<file path="config.mk">
export PLATFORM = sky130hd
export DESIGN_NAME = mips_multicycle_ctrl_flat
export DESIGN_NICKNAME = d
export VERILOG_FILES = /design/src/rtl/mips_pkg.sv /design/src/rtl/mips_multicycle_ctrl_if.sv /design/src/rtl/alu_dec.sv /design/src/rtl/mips_multicycle_ctrl.sv /design/src/flat_wrapper.sv
export SDC_FILE = /design/constraint.sdc
export NUM_CORES = 1
export LEC_CHECK = 0
export CORE_MARGIN = 3
export CORE_UTILIZATION = 44
export CTS_CLUSTER_DIAMETER = 100
export DETAILED_ROUTE_END_ITERATION = 16
export MAX_ROUTING_LAYER = met4
export PLACE_DENSITY = 0.89
export SLEW_MARGIN = 20
export SYNTH_ARGS = -nofsm -noshare
export SYNTH_HDL_FRONTEND = slang
export SYNTH_SLANG_ARGS = --single-unit
</file>
<file path="constraint.sdc">
create_clock -name clk -period 3.9 [get_ports clk]
set_input_delay 0.975 -clock clk [delete_from_list [all_inputs] [get_ports clk]]
set_output_delay 0.975 -clock clk [all_outputs]
set_load 0.02 [all_outputs]
</file>
<file path="src/rtl/mips_pkg.sv">
// Shared encodings for the MIPS cores: opcodes, funct codes, multicycle FSM
// states and the select/ALU-function encodings driven into the datapath.
package mips_pkg;

    localparam logic [5:0] OP_RTYPE = 6'b000000;
    localparam logic [5:0] OP_LW    = 6'b100011;
    localparam logic [5:0] OP_SW    = 6'b101011;
    localparam logic [5:0] OP_BEQ   = 6'b000100;
    localparam logic [5:0] OP_ADDI  = 6'b001000;
    localparam logic [5:0] OP_J     = 6'b000010;

    localparam logic [5:0] FN_ADD = 6'b100000;
    localparam logic [5:0] FN_SUB = 6'b100010;
    localparam logic [5:0] FN_AND = 6'b100100;
    localparam logic [5:0] FN_OR  = 6'b100101;
    localparam logic [5:0] FN_SLT = 6'b101010;

    typedef enum logic [3:0] {
        FETCH   = 4'd0,
        DECODE  = 4'd1,
        MEMADR  = 4'd2,
        MEMRD   = 4'd3,
        MEMWB   = 4'd4,
        MEMWR   = 4'd5,
        EXECUTE = 4'd6,
        ALUWB   = 4'd7,
        BEQ     = 4'd8,
        ADDIEX  = 4'd9,
        ADDIWB  = 4'd10,
        JUMP    = 4'd11
    } state_t;

    localparam logic [1:0] ALUOP_ADD   = 2'b00;
    localparam logic [1:0] ALUOP_SUB   = 2'b01;
    localparam logic [1:0] ALUOP_FUNCT = 2'b10;

    localparam logic [1:0] SRCB_B       = 2'b00;
    localparam logic [1:0] SRCB_FOUR    = 2'b01;
    localparam logic [1:0] SRCB_IMM     = 2'b10;
    localparam logic [1:0] SRCB_IMM_SH2 = 2'b11;

    localparam logic [1:0] PC_ALURESULT = 2'b00;
    localparam logic [1:0] PC_ALUOUT    = 2'b01;
    localparam logic [1:0] PC_JUMP      = 2'b10;

    localparam logic [2:0] ALU_AND = 3'b000;
    localparam logic [2:0] ALU_OR  = 3'b001;
    localparam logic [2:0] ALU_ADD = 3'b010;
    localparam logic [2:0] ALU_SUB = 3'b110;
    localparam logic [2:0] ALU_SLT = 3'b111;

    // R-type funct codes the ALU can actually execute.
    function automatic logic rtype_funct_ok(input logic [5:0] funct);
        return (funct == FN_ADD) || (funct == FN_SUB) || (funct == FN_AND) ||
               (funct == FN_OR)  || (funct == FN_SLT);
    endfunction

endpackage

</file>
<file path="src/rtl/mips_multicycle_ctrl_if.sv">
// Unified memory port between the control unit and instruction/data memory.
// Handshake: mem_req is the request valid and mem_ready the completion; an access
// completes in the cycle both are high, and iord/memwrite hold steady until then.
interface mips_multicycle_ctrl_if;
    logic mem_req;
    logic iord;
    logic memwrite;
    logic mem_ready;

    modport master (output mem_req, output iord, output memwrite, input mem_ready);
    modport slave  (input mem_req, input iord, input memwrite, output mem_ready);
endinterface

</file>
<file path="src/rtl/alu_dec.sv">
// ALU decoder: maps the FSM's aluop plus the R-type funct field to an ALU function.
module alu_dec
    import mips_pkg::*;
(
    input  logic [1:0] aluop,
    input  logic [5:0] funct,
    output logic [2:0] alucontrol
);

    always_comb begin
        alucontrol = ALU_ADD;
        case (aluop)
            ALUOP_ADD: alucontrol = ALU_ADD;
            ALUOP_SUB: alucontrol = ALU_SUB;
            ALUOP_FUNCT: begin
                case (funct)
                    FN_ADD:  alucontrol = ALU_ADD;
                    FN_SUB:  alucontrol = ALU_SUB;
                    FN_AND:  alucontrol = ALU_AND;
                    FN_OR:   alucontrol = ALU_OR;
                    FN_SLT:  alucontrol = ALU_SLT;
                    default: alucontrol = ALU_ADD;
                endcase
            end
            default: alucontrol = ALU_ADD;
        endcase
    end

endmodule

</file>
<file path="src/rtl/mips_multicycle_ctrl.sv">
// Multicycle MIPS control unit: Moore FSM sequencing fetch/decode/execute/memory/
// writeback with memory stalls, plus the ALU decoder. All outputs are combinational.
module mips_multicycle_ctrl
    import mips_pkg::*;
(
    input  logic                           clk,
    input  logic                           rst,
    input  logic [5:0]                     op,
    input  logic [5:0]                     funct,
    input  logic                           zero,
    mips_multicycle_ctrl_if.master         mem,
    output logic                           irwrite,
    output logic                           regdst,
    output logic                           memtoreg,
    output logic                           regwrite,
    output logic                           alusrca,
    output logic [1:0]                     alusrcb,
    output logic [2:0]                     alucontrol,
    output logic [1:0]                     pcsrc,
    output logic                           pcen,
    output logic                           illegal_op,
    output state_t                         state_dbg
);

    state_t     state;
    state_t     next_state;
    logic       op_ok;
    logic [1:0] aluop;
    logic [2:0] alu_fn;
    logic       pcwrite;
    logic       branch;
    logic       c_mem_req, c_iord, c_memwrite, c_irwrite;
    logic       c_regdst, c_memtoreg, c_regwrite, c_alusrca, c_illegal;
    logic [1:0] c_alusrcb, c_pcsrc;

    always_ff @(posedge clk) begin
        if (rst) state <= FETCH;
        else     state <= next_state;
    end

    always_comb begin
        op_ok = 1'b0;
        case (op)
            OP_RTYPE: op_ok = rtype_funct_ok(funct);
            OP_LW, OP_SW, OP_BEQ, OP_ADDI, OP_J: op_ok = 1'b1;
            default: op_ok = 1'b0;
        endcase
    end

    always_comb begin
        next_state = state;
        case (state)
            FETCH:   next_state = mem.mem_ready ? DECODE : FETCH;
            DECODE: begin
                case (op)
                    OP_LW, OP_SW: next_state = MEMADR;
                    OP_RTYPE:     next_state = op_ok ? EXECUTE : FETCH;
                    OP_BEQ:       next_state = BEQ;
                    OP_ADDI:      next_state = ADDIEX;
                    OP_J:         next_state = JUMP;
                    default:      next_state = FETCH;
                endcase
            end
            MEMADR:  next_state = (op == OP_LW) ? MEMRD : MEMWR;
            MEMRD:   next_state = mem.mem_ready ? MEMWB : MEMRD;
            MEMWB:   next_state = FETCH;
            MEMWR:   next_state = mem.mem_ready ? FETCH : MEMWR;
            EXECUTE: next_state = ALUWB;
            ALUWB:   next_state = FETCH;
            BEQ:     next_state = FETCH;
            ADDIEX:  next_state = ADDIWB;
            ADDIWB:  next_state = FETCH;
            JUMP:    next_state = FETCH;
            default: next_state = FETCH;
        endcase
    end

    always_comb begin
        c_mem_req  = 1'b0;
        c_iord     = 1'b0;
        c_memwrite = 1'b0;
        c_irwrite  = 1'b0;
        c_regdst   = 1'b0;
        c_memtoreg = 1'b0;
        c_regwrite = 1'b0;
        c_alusrca  = 1'b0;
        c_alusrcb  = SRCB_B;
        c_pcsrc    = PC_ALURESULT;
        c_illegal  = 1'b0;
        aluop      = ALUOP_ADD;
        pcwrite    = 1'b0;
        branch     = 1'b0;
        case (state)
            FETCH: begin
                c_mem_req = 1'b1;
                c_alusrcb = SRCB_FOUR;
                c_irwrite = mem.mem_ready;
                pcwrite   = mem.mem_ready;
            end
            DECODE: begin
                c_alusrcb = SRCB_IMM_SH2;
                c_illegal = ~op_ok;
            end
            MEMADR: begin
                c_alusrca = 1'b1;
                c_alusrcb = SRCB_IMM;
            end
            MEMRD: begin
                c_mem_req = 1'b1;
                c_iord    = 1'b1;
            end
            MEMWB: begin
                c_memtoreg = 1'b1;
                c_regwrite = 1'b1;
            end
            MEMWR: begin
                c_mem_req  = 1'b1;
                c_iord     = 1'b1;
                c_memwrite = 1'b1;
            end
            EXECUTE: begin
                c_alusrca = 1'b1;
                aluop     = ALUOP_FUNCT;
            end
            ALUWB: begin
                c_regdst   = 1'b1;
                c_regwrite = 1'b1;
            end
            BEQ: begin
                c_alusrca = 1'b1;
                aluop     = ALUOP_SUB;
                c_pcsrc   = PC_ALUOUT;
                branch    = 1'b1;
            end
            ADDIEX: begin
                c_alusrca = 1'b1;
                c_alusrcb = SRCB_IMM;
            end
            ADDIWB: c_regwrite = 1'b1;
            JUMP: begin
                c_pcsrc = PC_JUMP;
                pcwrite = 1'b1;
            end
            default: ;
        endcase
    end

    alu_dec u_alu_dec (
        .aluop      (aluop),
        .funct      (funct),
        .alucontrol (alu_fn)
    );

    // Reset gates every output so a held reset cannot write PC, IR, regs or memory.
    assign mem.mem_req  = rst ? 1'b0 : c_mem_req;
    assign mem.iord     = rst ? 1'b0 : c_iord;
    assign mem.memwrite = rst ? 1'b0 : c_memwrite;
    assign irwrite      = rst ? 1'b0 : c_irwrite;
    assign regdst       = rst ? 1'b0 : c_regdst;
    assign memtoreg     = rst ? 1'b0 : c_memtoreg;
    assign regwrite     = rst ? 1'b0 : c_regwrite;
    assign alusrca      = rst ? 1'b0 : c_alusrca;
    assign alusrcb      = rst ? 2'b00 : c_alusrcb;
    assign alucontrol   = rst ? 3'b000 : alu_fn;
    assign pcsrc        = rst ? 2'b00 : c_pcsrc;
    assign pcen         = rst ? 1'b0 : (pcwrite | (branch & zero));
    assign illegal_op   = rst ? 1'b0 : c_illegal;
    assign state_dbg    = state;

endmodule

</file>
<file path="src/flat_wrapper.sv">
// flat-port wrapper written by rule: the top's interface ports become plain ports
module mips_multicycle_ctrl_flat import mips_pkg::*;
  (clk, rst, op, funct, zero, irwrite, regdst, memtoreg, regwrite, alusrca, alusrcb, alucontrol, pcsrc, pcen, illegal_op, state_dbg, mem_mem_req, mem_iord, mem_memwrite, mem_mem_ready);
  mips_multicycle_ctrl_if mem_i ();
  input  logic clk;
  input  logic rst;
  input  logic [5:0] op;
  input  logic [5:0] funct;
  input  logic zero;
  output logic irwrite;
  output logic regdst;
  output logic memtoreg;
  output logic regwrite;
  output logic alusrca;
  output logic [1:0] alusrcb;
  output logic [2:0] alucontrol;
  output logic [1:0] pcsrc;
  output logic pcen;
  output logic illegal_op;
  output state_t state_dbg;
  output wire logic [$bits(mem_i.mem_req)-1:0] mem_mem_req;
  output wire logic [$bits(mem_i.iord)-1:0] mem_iord;
  output wire logic [$bits(mem_i.memwrite)-1:0] mem_memwrite;
  input wire logic [$bits(mem_i.mem_ready)-1:0] mem_mem_ready;
  assign mem_mem_req = mem_i.mem_req;
  assign mem_iord = mem_i.iord;
  assign mem_memwrite = mem_i.memwrite;
  assign mem_i.mem_ready = mem_mem_ready;
  mips_multicycle_ctrl u_core (.clk(clk), .rst(rst), .op(op), .funct(funct), .zero(zero), .mem(mem_i), .irwrite(irwrite), .regdst(regdst), .memtoreg(memtoreg), .regwrite(regwrite), .alusrca(alusrca), .alusrcb(alusrcb), .alucontrol(alucontrol), .pcsrc(pcsrc), .pcen(pcen), .illegal_op(illegal_op), .state_dbg(state_dbg));
endmodule
</file>
Word level (Yosys, flattened, before mapping)
Cells that the tools add are included.
W data, S select, Z words.
{"block": "op_classes", "n_lt_le_gt_ge": 0, "eq_ne": 23, "multipliers": 0, "reduce_logical": 13, "n_shift": 0, "div": 0, "n_addsub": 0, "n_bitwise": 3, "muxes": 37}
{"cell": "$eq A6 B6 Y1 const B", "n": 7}
{"cell": "$pmux W4 S7", "n": 1}
{"cell": "$mux W1", "n": 21}
{"cell": "$pmux W4 S5", "n": 1}
{"cell": "$eq A4 B3 Y1 const B", "n": 4}
{"cell": "$eq A4 B4 Y1 const B", "n": 4}
{"cell": "$mux W3", "n": 5}
{"cell": "$pmux W3 S4", "n": 1}
{"cell": "$eq A4 B2 Y1 const B", "n": 2}
{"cell": "$pmux W2 S2", "n": 2}
{"cell": "$eq A6 B2 Y1 const B", "n": 1}
{"cell": "$eq A6 B3 Y1 const B", "n": 1}
{"cell": "$eq A6 B4 Y1 const B", "n": 1}
{"cell": "$logic_not A6 Y1", "n": 1}
{"cell": "$pmux W2 S3", "n": 1}
{"cell": "$pmux W3 S2", "n": 1}
{"cell": "$reduce_or A2 Y1", "n": 3}
{"cell": "$reduce_or A3 Y1", "n": 2}
{"cell": "$reduce_or A5 Y1", "n": 1}
{"cell": "$eq A4 B1 Y1 const B", "n": 1}
{"cell": "$logic_not A4 Y1", "n": 1}
{"cell": "$logic_or A1 B1 Y1", "n": 4}
{"cell": "$mux W2", "n": 2}
{"cell": "$pmux W1 S2", "n": 2}
{"cell": "6 further kinds", "n": 6}
{"block": "totals", "ram_bits": 0, "rom_bits": 0, "register_bits": 4, "memories": 0, "output_inout_bits": 21, "latchBits": 0, "word_cells": 77}

Logic depth before layout (Yosys ltp)
Gate-level depths: netlist of the first run.
{"block": "logic_depth", "word_depth": 9, "ltp_mapped": 7}

Hierarchy
From an unflattened synthesis of the first run, not the netlist that was laid out.
{"block": "hier_totals", "cells_unflattened": 115, "area_unflattened_um2": 814.5}
{"module": "mips_multicycle_ctrl", "cells_each": 100, "n_inst": 1, "area_per_inst_um2": 695.7, "seq_area_each_um2": 80.1}
{"module": "alu_dec", "cells_each": 15, "n_inst": 1, "area_per_inst_um2": 118.9, "seq_area_each_um2": 0.0}

Least setup slack after synthesis of the first run
Ideal clock, no wire load.
{"block": "synth_timing", "kind": "reg2out", "start": "register u_core.state[2], in the netlist u_core.state_dbg[2]", "end": "output port alucontrol[0]", "required_time_ns": 2.925, "slack_ns": 0.614, "stages_incl_launch_ff": 6, "arrival_time_ns": 2.311, "n_path_buf": 1, "cell_sequence": "dfxtp_1 > clkbuf_1 > nand2b_1 > or2_2 > ha_1 > nor4_1"}
{"block": "synth_via", "elab_chain_cells": 5, "elab_cells_between_ends": 7, "classes_between": "eq/ne: 4; mux: 3"}
{"item": "start: declaration", "line_no": "mips_multicycle_ctrl.sv:25", "rtl": "state_t state;"}
{"item": "start signal: assignment", "line_no": "mips_multicycle_ctrl.sv:38", "rtl": "else state <= next_state;"}
{"item": "$eq A4 B4 Y1 / $eq A4 B3 Y1 (equally long branches)", "line_no": "mips_multicycle_ctrl.sv:93", "rtl": "case (state)"}
{"item": "$pmux W2 S2 *", "line_no": "mips_multicycle_ctrl.sv:93"}
{"item": "$eq A2 B2 Y1 / $eq A2 B1 Y1 (equally long branches)", "line_no": "alu_dec.sv:12", "rtl": "case (aluop)"}
{"item": "$pmux W3 S2 *", "line_no": "alu_dec.sv:12"}
{"item": "$mux W3 *", "line_no": "mips_multicycle_ctrl.sv:164", "rtl": "assign alucontrol = rst ? 3'b000 : alu_fn;"}
{"item": "end: declaration", "line_no": "flat_wrapper.sv:16", "rtl": "output logic [2:0] alucontrol;"}
Mark *: on every way between the ends. The rest lies on a longest branch, timed or not.

Final worst setup path of the first run
{"block": "layout_timing", "start": "input port funct[2]", "end": "output port alucontrol[0]"}
{"block": "layout_via", "elab_chain_cells": 4, "elab_cells_between_ends": 7, "classes_between": "eq/ne: 4; mux: 3"}
{"item": "start: declaration", "line_no": "flat_wrapper.sv:8", "rtl": "input logic [5:0] funct;"}
{"item": "$eq A6 B6 Y1", "line_no": "alu_dec.sv:16", "rtl": "case (funct)"}
{"item": "$pmux W3 S4 *", "line_no": "alu_dec.sv:16"}
{"item": "$pmux W3 S2 *", "line_no": "alu_dec.sv:12"}
{"item": "$mux W3 *", "line_no": "mips_multicycle_ctrl.sv:164"}
Marks and branches as above.

==> reports/metrics.csv, run 1 <==
stage;metric;value;unit
global_routing;antenna_found_initial;0;
routing;wirelength;2560;microns
routing;vias;1045;
routing;wl_per_cell;14.2;microns
routing;first_pass_iters;4;
finish;drive_gt1_frac;0.154;
synth;synth_area;796;sq um
routing;via_per_inst;5.81;
clock_network;cts_tree;built;
finish;final_cell_mix;clkdlybuf4s50_1 (35), nor3_1 (16), nor2_1 (12), buf_4 (11), a21oi_1 (6);
clock_network;clockRootBuffer;clkbuf_4;
synth;yosysUniqueCellTypes;45;
die;design.core.area;1590;sq um
worst_setup_path;critPathLaunchType;primary input;
die;die_x;48.5;microns
global_routing;grt_max_degree;21;
timing;fin_skew;1.60;ps
routing;drtIter0Drc;27;
timing;hold_viol;0;
worst_setup_path;worst_ep_required_time;2920;ps
worst_setup_path;crit_arrival;2780;ps
finish;antenna_cells;0;
timing;fmax;267;MHz
worst_setup_path;crit_type;in -> out;
power_and_ir_drop;leakage;0.472;nW
synth;avgSynthCellArea;6.86;sq um
finish;largest_reg_flops;4;
global_routing;grt_util_all_layers;0.230;
global_routing;grt-ovfl-total;0;
timing;rsz0062_at_grt;false;
clock_network;post-cts-setup-buffer-count;0;
timing;period_share;0.962;
timing;setup_viol;0;
synth;ys_ff_latch;4;
job;maxCapViolations;0;
die;start_util;0.499;
synth;synth_flop_cell;dfxtp_1;
global_routing;grt_pass1_vias;1025;
outcome;status;finished, final reports clean;
synth;async_flop_share;0;
clock_network;clock_latency;240;ps
timing;slew_headroom;0.737;
timing;tightest_slew;392;ps
finish;final_nets;176;
die;die_area;2350;sq um
routing;drc;0;
clock_network;cts_buffers;3;
synth;synth_fp_nets;134;
timing;final.min_clock_period;3750;ps
hold_path;hold_class;reg -> reg;
global_routing;grt_pass1_wl;4330;microns
timing;hold_ws;691;ps
finish;syn_to_final_growth;54.7;%
power_and_ir_drop;ir_worst_vdd;0.0993;mV
clock_network;postCtsHoldBufs;0;
clock_network;htreeDepth;1;
worst_setup_path;crit_fanout;4;
synth;synth_warnings;0;
placed_design;dp_cells;177;
die;die_y;48.5;microns
timing;slew_viol_final;0;
finish;final_cells;180;
worst_setup_path;critPathCaptureType;output pin;
synth;synth_seq_area_share;0.101;
finish;mostFrequentLayoutCell;clkdlybuf4s50_1;
die;rows;14;
placed_design;dp_hpwl;1960;microns
clock_network;clock-sinks;4;
power_and_ir_drop;power;0.000173;W
routing;postRouteAntennaNets;0;
clock_network;clk_pin_slew_worst_paths;40;ps
die;pin_count;37;
placed_design;io_buffers;36;
synth;synth_edf_count;0;
power_and_ir_drop;p_per_area;140;nW/um^2
clock_network;clockBufferDepth;2;
placed_design;place_congestion;0.821;
timing;fin_tns_setup;0;ps
synth;synth_cells;116;
## worst max-delay path, stage by stage
cell,delay [ps]
clkdlybuf4s50_1,490
nor3b_1,300
a32oi_1,100
nor4_1,250
clkdlybuf4s50_1,650
## cell type report
class | instances | area [sq um]
Inverter | 5 | 18.8
Sequential cell | 4 | 80.1
Multi-Input combinational cell | 97 | 634
Tap cell | 24 | 30.0
Clock buffer | 3 | 22.5
Timing Repair Buffer | 47 | 445
Fill cell | 121 | 363
## per-stage QoR
stage	area [sq um]	util	setup slack [ps]
after floorplan	796	-	614
after global routing	1230	0.772	68.9
final	1230	0.772	149
after global placement	1210	0.757	80.3
after detailed placement	1210	0.757	34.0
after CTS	1230	0.771	30.8
## power breakdown
group / internal [W] / total [W] / switching (W)
clock: 0.0000344 / 0.0000516 / 0.0000172
sequential: 0.0000420 / 0.0000425 / 0.000000571
combinational: 0.0000403 / 0.0000784 / 0.0000381
## cell usage after synthesis, types with 4 or more instances
master    instances  area share
nor2_1           12       0.057
clkbuf_1          7       0.033
nor3_1           16        0.10
dfxtp_1           4        0.10
inv_1             4       0.019
a21oi_1           6       0.038
nor4_1            5       0.039
nand2_1           4       0.019
nand2b_1          4       0.031
## worst paths after layout
path                             startpoint                              to  slack, ps  depth (start not counted)
max reg2reg  u_core.state_dbg[3]$_SDFF_PP0_  u_core.state_dbg[1]$_SDFF_PP0_       2160                          5
min          u_core.state_dbg[1]$_SDFF_PP0_  u_core.state_dbg[3]$_SDFF_PP0_        690                          2
min reg2reg  u_core.state_dbg[1]$_SDFF_PP0_  u_core.state_dbg[3]$_SDFF_PP0_        690                          2
max                                funct[2]                   alucontrol[0]        150                          5
## repair_timing
item	4_1_cts	5_1_grt
endpoints found under the setup margin	0	1
resized for setup	0	1
hold endpoints to repair	0	0
## cell families (layout without fill, tap and decap cells)
logic type               count (synthesis)  after routing  synth area share
AO/OA/AOI/OAI                           27             27             0.242
multiplexers                             4              4            0.0519
XOR/XNOR                                 2              2            0.0220
flip-flops                               4              4             0.101
AND/OR/NAND/NOR                         62             62             0.450
buffers and inverters                   15             55             0.102
adder cells (fa/ha/maj)                  2              2            0.0314
## layer usage
| layer | track usage | share of wire | vias up |
|---|---|---|---|
| li1 | - | - | 511 |
| met1 | 0.234 | 0.41 | 480 |
| met2 | 0.420 | 0.52 | 44 |
| met3 | 0.0307 | 0.054 | 10 |
| met4 | 0.137 | 0.024 | 0 |
| met5 | - | 0 | - |
Note: power is estimated with default switching activity, not from simulation.
==> run 2, diff against run 1 <==
--- a/config.mk
+++ b/config.mk
@@ -9,6 +9,7 @@
 export CORE_UTILIZATION = 44
 export CTS_CLUSTER_DIAMETER = 100
 export DETAILED_ROUTE_END_ITERATION = 16
+export GPL_TIMING_DRIVEN = 0
 export MAX_ROUTING_LAYER = met4
 export PLACE_DENSITY = 0.89
 export SLEW_MARGIN = 20
==> run 2 against run 1 <==
Net effect:
- sequential power is 3% higher
- clock power is 2% higher
- die area stayed put
- wire length is 9.8% lower
- maximum frequency is 1.2% higher
- critical path type unchanged
- critical endpoint unchanged
- largest cell class unchanged
==> reports/metrics.csv, run 2 (synthesized netlist as in run 1, its figures left out) <==
stage;metric;value;unit;change
outcome;status;finished, final reports clean;;
finish;mostFrequentLayoutCell;clkdlybuf4s50_1;;
die;die_y;48.5;microns;unchanged
worst_setup_path;critPathCaptureType;output pin;;
clock_network;cts_buffers;3;;unchanged
power_and_ir_drop;ir_worst_vdd;0.216;mV;+120%
finish;final_nets;172;;-2.3%
worst_setup_path;crit_type;in -> out;;
routing;drtIter0Drc;50;;+85%
placed_design;place_area;1160;sq um;-4.1%
routing;wl_per_cell;13.1;microns;-7.7%
clock_network;clockBufferDepth;2;;unchanged
global_routing;grt_util_all_layers;0.197;;-0.0330
hold_path;whs_endpoint;u_core.state_dbg[3]$_SDFF_PP0_;;
clock_network;post-cts-setup-buffer-count;0;;unchanged
die;design.core.area;1590;sq um;unchanged
timing;final.min_clock_period;3710;ps;-45.6 ps
worst_setup_path;path_delay_family;buffers and inverters;;
global_routing;grt_max_degree;11;;-48%
timing;setup_viol;0;;unchanged
timing;hold_viol;0;;unchanged
timing;fmax;270;MHz;+1.2%
worst_setup_path;reg2reg_to;u_core.state_dbg[1]$_SDFF_PP0_;;
hold_path;hold_class;reg -> reg;;
global_routing;grt_pass1_wl;3840;microns;-11%
worst_setup_path;crit_slowest_cell;clkdlybuf4s50_1;;
global_routing;antenna_found_initial;0;;unchanged
hold_path;whs_path_depth;2;;unchanged
worst_setup_path;cp.buffers_inverters;2;;unchanged
placed_design;dp_hpwl;1870;microns;-4.8%
clock_network;clockRootBuffer;clkbuf_4;;
finish;antenna_cells;0;;unchanged
die;rows;14;;unchanged
timing;slew_viol_final;0;;unchanged
placed_design;dp_cells;173;;-2.3%
finish;largest_reg_flops;4;;unchanged
clock_network;htreeDepth;1;;unchanged
worst_setup_path;worst_ep_required_time;2920;ps;about the same
finish;final_cell_mix;clkdlybuf4s50_1 (32), nor3_1 (16), nor2_1 (12), clkbuf_1 (6), a21oi_1 (6);;
placed_design;place_congestion;0.858;;+4.5%
worst_setup_path;max_stage_delay;650;ps;about the same
worst_setup_path;crit_chain;clkdlybuf4s50_1 -> nor3b_1 -> a32oi_1 -> nor4_1 -> clkdlybuf4s50_1;;
job;maxCapViolations;0;;unchanged
finish;n_fill_cell;131;;+8.3%
routing;drc;0;;unchanged
worst_setup_path;crit_fanout;4;;unchanged
routing;wirelength;2310;microns;-9.8%
placed_design;io_buffers;33;;-8.3%
worst_setup_path;rrSetupSlack;2290;ps;+130 ps
worst_setup_path;cpMostUsedCell;clkdlybuf4s50_1;;
worst_setup_path;r2r-start;u_core.state_dbg[3]$_SDFF_PP0_;;
worst_setup_path;crit_arrival;2730;ps;-50 ps
routing;postRouteAntennaNets;0;;unchanged
routing;via_per_inst;5.56;;-4.3%
routing;first_pass_iters;4;;unchanged
die;die_area;2350;sq um;unchanged
timing;tightest_slew;460;ps;+67.8 ps
finish;fin_area;1180;sq um;-4.3%
finish;final_cells;176;;-2.2%
die;pin_count;37;;unchanged
power_and_ir_drop;leakage;0.423;nW;-10%
clock_network;clock_latency;240;ps;about the same
clock_network;clock-sinks;4;;unchanged
worst_setup_path;ff2ff_path_depth;4;;-1
timing;slew_headroom;0.693;;-0.0432
die;start_util;0.499;;unchanged
global_routing;grt-ovfl-total;0;;unchanged
timing;rsz0062_at_grt;false;;
clock_network;cts_tree;built;;
die;die_x;48.5;microns;unchanged
finish;drive_gt1_frac;0.112;;-0.0420
clock_network;clk_pin_slew_worst_paths;40;ps;about the same
power_and_ir_drop;p_per_area;142;nW/um^2;+1.2%
timing;period_share;0.950;;-0.0117
timing;fin_skew;8.35;ps;+6.75 ps
routing;vias;978;;-6.4%
worst_setup_path;critPathLaunchType;primary input;;
finish;syn_to_final_growth;48.1;%;
hold_path;min_from;u_core.state_dbg[0]$_SDFF_PP0_;;
global_routing;grt_pass1_vias;924;;-9.9%
-- run 2: through the flow --
| step | setup slack [ps] | hold slack (ps) | power (W) | util | TNS [ps] |
|---|---|---|---|---|---|
| 6_report | 194 | 660 | 0.000167 | 0.739 | 0 |
| 5_1_grt | 43.2 | 699 | 0.000179 | 0.739 | 0 |
| 4_1_cts | 84.2 | 648 | 0.000169 | 0.739 | 0 |
| 3_5_place_dp | -25.7 | 632 | 0.000115 | 0.725 | -25.7 |
| 3_3_place_gp | -0.545 | 625 | 0.000113 | 0.725 | -0.545 |
| 2_1_floorplan | 614 | 660 | 0.0000831 | - | 0 |
-- run 2: area by class of cell --
type / count / area (sq um) / share of cell area
Tap cell: 24 / 30.0 / 0.0255
Multi-Input combinational cell: 97 / 634 / 0.538
Buffer: 10 / 63.8 / 0.0541
Sequential cell: 4 / 80.1 / 0.0679
Timing Repair Buffer: 33 / 329 / 0.279
Inverter: 5 / 18.8 / 0.0159
Clock buffer: 3 / 22.5 / 0.0191
-- run 2: worst register-to-register path, delay by kind of cell (launching register included) --
| family | cells | cell delay, ps |
|---|---|---|
| DFF | 1 | 370 |
| and+or+nand+nor | 1 | 580 |
| AOI/OAI and AO/OA | 3 | 600 |
-- run 2: worst max-delay path by stage --
stage                                    from       endpoint  slack, ps  cells past startpoint
2_1_floorplan  u_core.state_dbg[2]$_SDFF_PP0_  alucontrol[0]        610                      5
3_5_place_dp                            op[0]     illegal_op        -30                      6
6_report                             funct[1]  alucontrol[0]        190                      5
5_1_grt        u_core.state_dbg[1]$_SDFF_PP0_  alucontrol[0]         40                      6
4_1_cts        u_core.state_dbg[2]$_SDFF_PP0_  alucontrol[0]         80                      6
3_3_place_gp                            op[0]     illegal_op       -0.5                      6
-- run 2: timing repair --
item                                    in CTS  in global routing
resized for setup                            1                  2
hold endpoints to repair                     0                  0
endpoints found under the setup margin       1                  2
hold buffers                                 0                  0
-- run 2: power breakdown --
group | internal [W] | leakage (nW) | total [W] | switching [W]
registers | 0.0000420 | 0.0325 | 0.0000437 | 0.00000170
clock network | 0.0000345 | 0.0138 | 0.0000527 | 0.0000182
logic | 0.0000356 | 0.377 | 0.0000709 | 0.0000353
-- run 2: metal layers --
metal,up-vias,track usage,part of all wire
met1,440,0.225,0.42
met5,-,-,0
met3,2,0.0399,0.060
li1,502,-,-
met4,0,0.0142,0.0052
met2,34,0.369,0.52
